**src/rtl/led_trail_fader.sv**
```systemverilog
// led_trail_fader: per-LED PWM driver that turns the chaser's LED request
// vector into a "comet tail". A requested LED runs at full brightness; once
// released, its level steps down linearly on every decay tick until dark.
module led_trail_fader #(
  parameter int PWM_BITS   = 8,
  parameter int PRESCALE   = 196,
  parameter int DECAY_DIV  = 390625,
  parameter int DECAY_STEP = 4
) (
  input  logic       clk,
  input  logic       rstn,
  input  logic       en,
  input  logic [3:0] led_i,
  output logic [3:0] led_o,
  output logic       pwm_sync_o
);

  localparam int NUM_LED = 4;
  localparam int PRE_W   = (PRESCALE > 1) ? $clog2(PRESCALE) : 1;
  localparam int DEC_W   = $clog2(DECAY_DIV);

  localparam logic [PWM_BITS-1:0] LVL_MAX  = {PWM_BITS{1'b1}};
  // The PWM counter stops one short of MAX so that level == MAX stays lit all period.
  localparam logic [PWM_BITS-1:0] PWM_LAST = {{(PWM_BITS-1){1'b1}}, 1'b0};
  localparam logic [PWM_BITS-1:0] STEP     = PWM_BITS'(DECAY_STEP);
  localparam logic [PRE_W-1:0]    PRE_LAST = PRE_W'(PRESCALE - 1);
  localparam logic [DEC_W-1:0]    DEC_LAST = DEC_W'(DECAY_DIV - 1);

  logic [PRE_W-1:0]                   pre_cnt_q, pre_cnt_d;
  logic [PWM_BITS-1:0]                pwm_cnt_q, pwm_cnt_d;
  logic [DEC_W-1:0]                   dec_cnt_q, dec_cnt_d;
  logic [NUM_LED-1:0][PWM_BITS-1:0]   level_q, level_d;
  logic [NUM_LED-1:0]                 led_o_q, led_o_d;
  logic                               pwm_sync_q, pwm_sync_d;

  logic pwm_step;
  logic decay_tick;

  // Free-running timebases: PWM prescaler, PWM counter and decay divider.
  always_comb begin
    pwm_step   = (pre_cnt_q == PRE_LAST);
    decay_tick = (dec_cnt_q == DEC_LAST);

    pre_cnt_d = pwm_step ? '0 : pre_cnt_q + PRE_W'(1);

    pwm_cnt_d = pwm_cnt_q;
    if (pwm_step) begin
      pwm_cnt_d = (pwm_cnt_q == PWM_LAST) ? '0 : pwm_cnt_q + PWM_BITS'(1);
    end

    // Registered, so the pulse lines up with the first cycle of pwm_cnt == 0.
    pwm_sync_d = pwm_step && (pwm_cnt_q == PWM_LAST);

    dec_cnt_d = decay_tick ? '0 : dec_cnt_q + DEC_W'(1);
  end

  // Per-LED brightness: a request loads full scale (and beats a coincident tick),
  // otherwise the level decays with saturation at zero.
  always_comb begin
    level_d = level_q;
    for (int n = 0; n < NUM_LED; n++) begin
      if (led_i[n]) begin
        level_d[n] = LVL_MAX;
      end else if (decay_tick) begin
        level_d[n] = (level_q[n] > STEP) ? level_q[n] - STEP : '0;
      end
    end
  end

  // PWM compare against the current level, gated by the output enable.
  always_comb begin
    led_o_d = '0;
    for (int n = 0; n < NUM_LED; n++) begin
      led_o_d[n] = en & (pwm_cnt_q < level_q[n]);
    end
  end

  // State registers; reset clears everything, including any fade in progress.
  always_ff @(posedge clk or negedge rstn) begin
    if (!rstn) begin
      pre_cnt_q  <= '0;
      pwm_cnt_q  <= '0;
      dec_cnt_q  <= '0;
      level_q    <= '0;
      led_o_q    <= '0;
      pwm_sync_q <= 1'b0;
    end else begin
      pre_cnt_q  <= pre_cnt_d;
      pwm_cnt_q  <= pwm_cnt_d;
      dec_cnt_q  <= dec_cnt_d;
      level_q    <= level_d;
      led_o_q    <= led_o_d;
      pwm_sync_q <= pwm_sync_d;
    end
  end

  assign led_o      = led_o_q;
  assign pwm_sync_o = pwm_sync_q;

endmodule

```
**config.mk**
```make
export PLATFORM = sky130hd
export DESIGN_NAME = led_trail_fader
export DESIGN_NICKNAME = d
export VERILOG_FILES = /design/src/rtl/led_trail_fader.sv
export SDC_FILE = /design/constraint.sdc
export NUM_CORES = 1
export LEC_CHECK = 0
export ABC_AREA = 1
export ABC_CLOCK_PERIOD_IN_PS = 3150
export BUFFER_PORTS_ARGS = -buffer_cell sky130_fd_sc_hd__buf_2
export CORE_UTILIZATION = 43
export DETAILED_ROUTE_END_ITERATION = 12
export PLACE_DENSITY = 0.59
export SETUP_SLACK_MARGIN = 0.05
export SLEW_MARGIN = 20
export SYNTH_ARGS = -nofsm -noshare
export SYNTH_HDL_FRONTEND = slang
export SYNTH_SLANG_ARGS = --single-unit
export TNS_END_PERCENT = 5
```
**constraint.sdc**
```tcl
create_clock -name clk -period 3.15 [get_ports clk]
set_clock_uncertainty 0.05 [all_clocks]
set_input_delay 0.315 -clock clk [delete_from_list [all_inputs] [get_ports clk]]
set_output_delay 0.315 -clock clk [all_outputs]
set_load 0.005 [all_outputs]
```
==> metrics.md <==
| Metric | Value |
|---|---|
| Full die area | `0.0112 mm²` |
| Crit path capture type | `register` |
| Internal power consumption | `0.00143 W` |
| Synth area leader | `dfrtp_1` |
| Critical Path Start | `dec_cnt_q[0]` |
| Area delta synth->final | `8.58%` |
| Syn Nets | `713` |
| Initial detailed-routing violation count | `202` |
| Fin area | `0.00502 mm²` |
| Highest Clock Rate | `0.496 GHz` |
| Largest net degree at the start of global routing | `69` |
| FILL cells | `1066` |
| Crit path max fanout | `23` |
| Worst R2R Path Depth | `11` |
| Wirelength per Cell | `12.2 µm` |
| Worst vdd ir | `0.000259 V` |
| FP Rows | `37` |
| Core Area | `0.0104 mm²` |
| Share of cells above drive strength 1 | `0.0497` |
| Multi-input logic area | `0.00252 mm²` |
| Later-pin clock latency in the skew report | `0.35 ns` |
| Reg-to-reg startpoint | `dec_cnt_q[0]` |
| Mapped Cells | `665` |
| Req. time, crit path | `3.34 ns` |
| Register share of total power | `0.489` |
| Final setup violation count | `0` |
| ANT cells | `0` |
| Logic pwr share | `0.133` |
| Vias in the first global route | `3957` |
| Max clock buf depth | `2` |
| Clock transition at path regs | `0.08 ns` |
| Iteration count of the initial detailed-routing pass | `5` |
| Total CTS buffers | `9` |
| # clock sinks | `68` |
| # nets final | `728` |
| Root Driver | `clkbuf_8` |
| Post-synth cell types | `24` |
| Period utilization | `0.640` |
| Reg2Reg Setup Slack | `1.13 ns` |
| Via/cell ratio | `5.03` |
| Detail Route Antenna Nets | `0` |
| CP max stage delay | `0.47 ns` |
| Max_cap viols | `0` |
| Vias | `4123` |
| Post-cts hold buffer count | `0` |
| Slew margin rel. | `0.425` |
| Mapped Area | `0.00462 mm²` |
| Initial Util | `0.446` |
| Antenna violations before repair | `0` |
| Final Hold Fails | `0` |
| H-tree depth | `3` |
| Syn avg cell area | `6.95 µm²` |
| Fin crit period | `2.02 ns` |
| Psw | `0.000537 W` |
| Warnings, synthesis | `0` |
| CP Data Arrival Time | `2.21 ns` |
| Pwr Density | `393 mW/mm²` |
| Ports | `12` |
| Slew Viols, Final | `0` |
| Placed cell count | `805` |
| Sw Ratio | `0.272` |
| CTS tree | `yes` |
| Yosys top cell area share | `0.368` |
| Total global routing overflow | `0` |
| Setup Fix Bufs, Post-CTS | `0` |
| Outcome | `completed` |
| Count of buffers from port buffering | `11` |
| Placer Congestion | `0.827` |
| Register area | `0.00170 mm²` |
| Die Y-Extent | `106 µm` |
| First-pass GRT wire length | `17.4 mm` |
| # DRC | `0` |
| CP Cell Sequence | `inv_1 -> ha_1 -> inv_1 -> nor2_1 -> nand3_1 -> nor2_2 -> nand2_2 -> buf_4 -> nand2_4 -> nand2_1 -> nand2_1` |
| Non-filler cells, final | `820` |
| FF+latch count, synth | `68` |
| RSZ-0062 raised after global routing | `no` |
| Placement Cell Area | `0.00481 mm²` |
| Leading post-synthesis cells by cell area | `dfrtp_1, nand2_1, ha_1, nand3_1, inv_1` |
| Setup TNS | `0 ns` |
| HP Class | `in2async` |
| Gr usage total | `0.196` |
| Post_cts resized | `0` |
| Leak Pwr | `2.73 nW` |
| Placed wire-length estimate | `7.26 mm` |
| Worst path slowest cell | `dfrtp_1` |
| Startpoint Class | `register` |
| Worst r2r dst | `level_q[31]` |
| Clock Power Share | `0.378` |
| Routed wire length | `9.97 mm` |
| Sequential area share after synthesis | `0.368` |
| Slew @ Worst Pin | `0.862 ns` |
| Die W | `106 µm` |
| Final core occ | `0.484` |
| Setup CP Type | `reg2reg` |
| Crit path to | `level_q[31]` |
## state kept, by name (all words and copies together) (netlist names)
signal      cells
level_q        28
dec_cnt_q      19
pre_cnt_q       8
pwm_cnt_q       8
led_o           4
pwm_sync_o      1
## synth_stat cells
| cell | count |
|---|---|
| o21a_1 | 4 |
| inv_1 | 95 |
| xnor2_1 | 4 |
| nand2_1 | 207 |
| a31oi_1 | 1 |
| clkbuf_2 | 1 |
| a21oi_1 | 17 |
| nor3_1 | 6 |
| nand3_1 | 74 |
| nor2_2 | 4 |
| clkbuf_1 | 2 |
| buf_2 | 3 |
| nand4_1 | 13 |
| nor3b_1 | 1 |
| nor2_1 | 80 |
| xor2_1 | 8 |
| nand2_4 | 2 |
| buf_6 | 1 |
| buf_1 | 2 |
| dfrtp_1 | 68 |
| nand2_2 | 2 |
| ha_1 | 41 |
| o21bai_1 | 2 |
| o21ai_0 | 27 |
## placed cells by master (no fill, tap or decap), drive strengths merged
cell and n:
clkbuf 14, o21a 4, nand2 211, ha 41
xnor2 4, dfrtp 68, bufinv 1, nand3 74
a31oi 1, o21ai 27, nand4 13, nor2 84
nor3b 1, xor2 8, a21oi 17, inv 95
buf 13, nor3 6, o21bai 2
## stage by stage
stage	total power (W)	hold slack, ns	setup slack [ns]
after floorplan	0.00116	-0.0306	1.69
after global placement	0.00123	0.396	1.19
after detailed placement	0.00124	0.404	1.17
after CTS	0.00200	0.151	1.12
after global routing	0.00209	0.193	0.924
final	0.00197	0.113	1.13
## power by group through the flow
| stage | Sequential (W) | Combinational [W] | Clock, W |
|---|---|---|---|
| CTS | 0.000962 | 0.000267 | 0.000776 |
| global route | 0.000969 | 0.000316 | 0.000803 |
| detailed placement | 0.000978 | 0.000265 | 0 |
| finish | 0.000963 | 0.000262 | 0.000746 |
| floorplan | 0.000962 | 0.000198 | 0 |
| global placement | 0.000978 | 0.000255 | 0 |
## routing by layer
layer | GRT usage | share of wire
met3 | 0.0464 | 0.028
met2 | 0.346 | 0.48
met5 | 0 | 0
met4 | 0.0546 | 0.0093
met1 | 0.236 | 0.48
## cell type report
cell class                 count  share of cell area
sequential                    68               0.339
clock buffer                  14              0.0344
timing repair buffer          13              0.0140
inverter                      95              0.0711
tap                          136              0.0339
multi-input combinational    493               0.501
clock inverter                 1             0.00599
## critical path: cells and delay by family, from the launching register on
kind / cells / cell delay (ns)
flops: 1 / 0.47
fa+ha+maj: 1 / 0.21
simple gates: 7 / 0.77
buf+inv: 3 / 0.40
## worst min path at each step
stage	start	to	slack (ns)	cells after the start
global route	rstn	dec_cnt_q[15]	0.19	2
detailed placement	pre_cnt_q[0]	pre_cnt_q[0]	0.40	1
finish	rstn	dec_cnt_q[15]	0.11	2
global placement	pre_cnt_q[0]	pre_cnt_q[0]	0.40	1
CTS	rstn	dec_cnt_q[15]	0.15	2
floorplan	rstn	dec_cnt_q[0]	-0.03	0
## kinds of logic after synthesis
kind of cell	Yosys count	synth area share
AO/OA/AOI/OAI	51	0.0588
XOR/XNOR	12	0.0227
AND/OR/NAND/NOR	389	0.352
buffers and inverters	104	0.0872
flip-flops	68	0.368
adder cells (fa/ha/maj)	41	0.111
(Power assumes the default switching activity.)
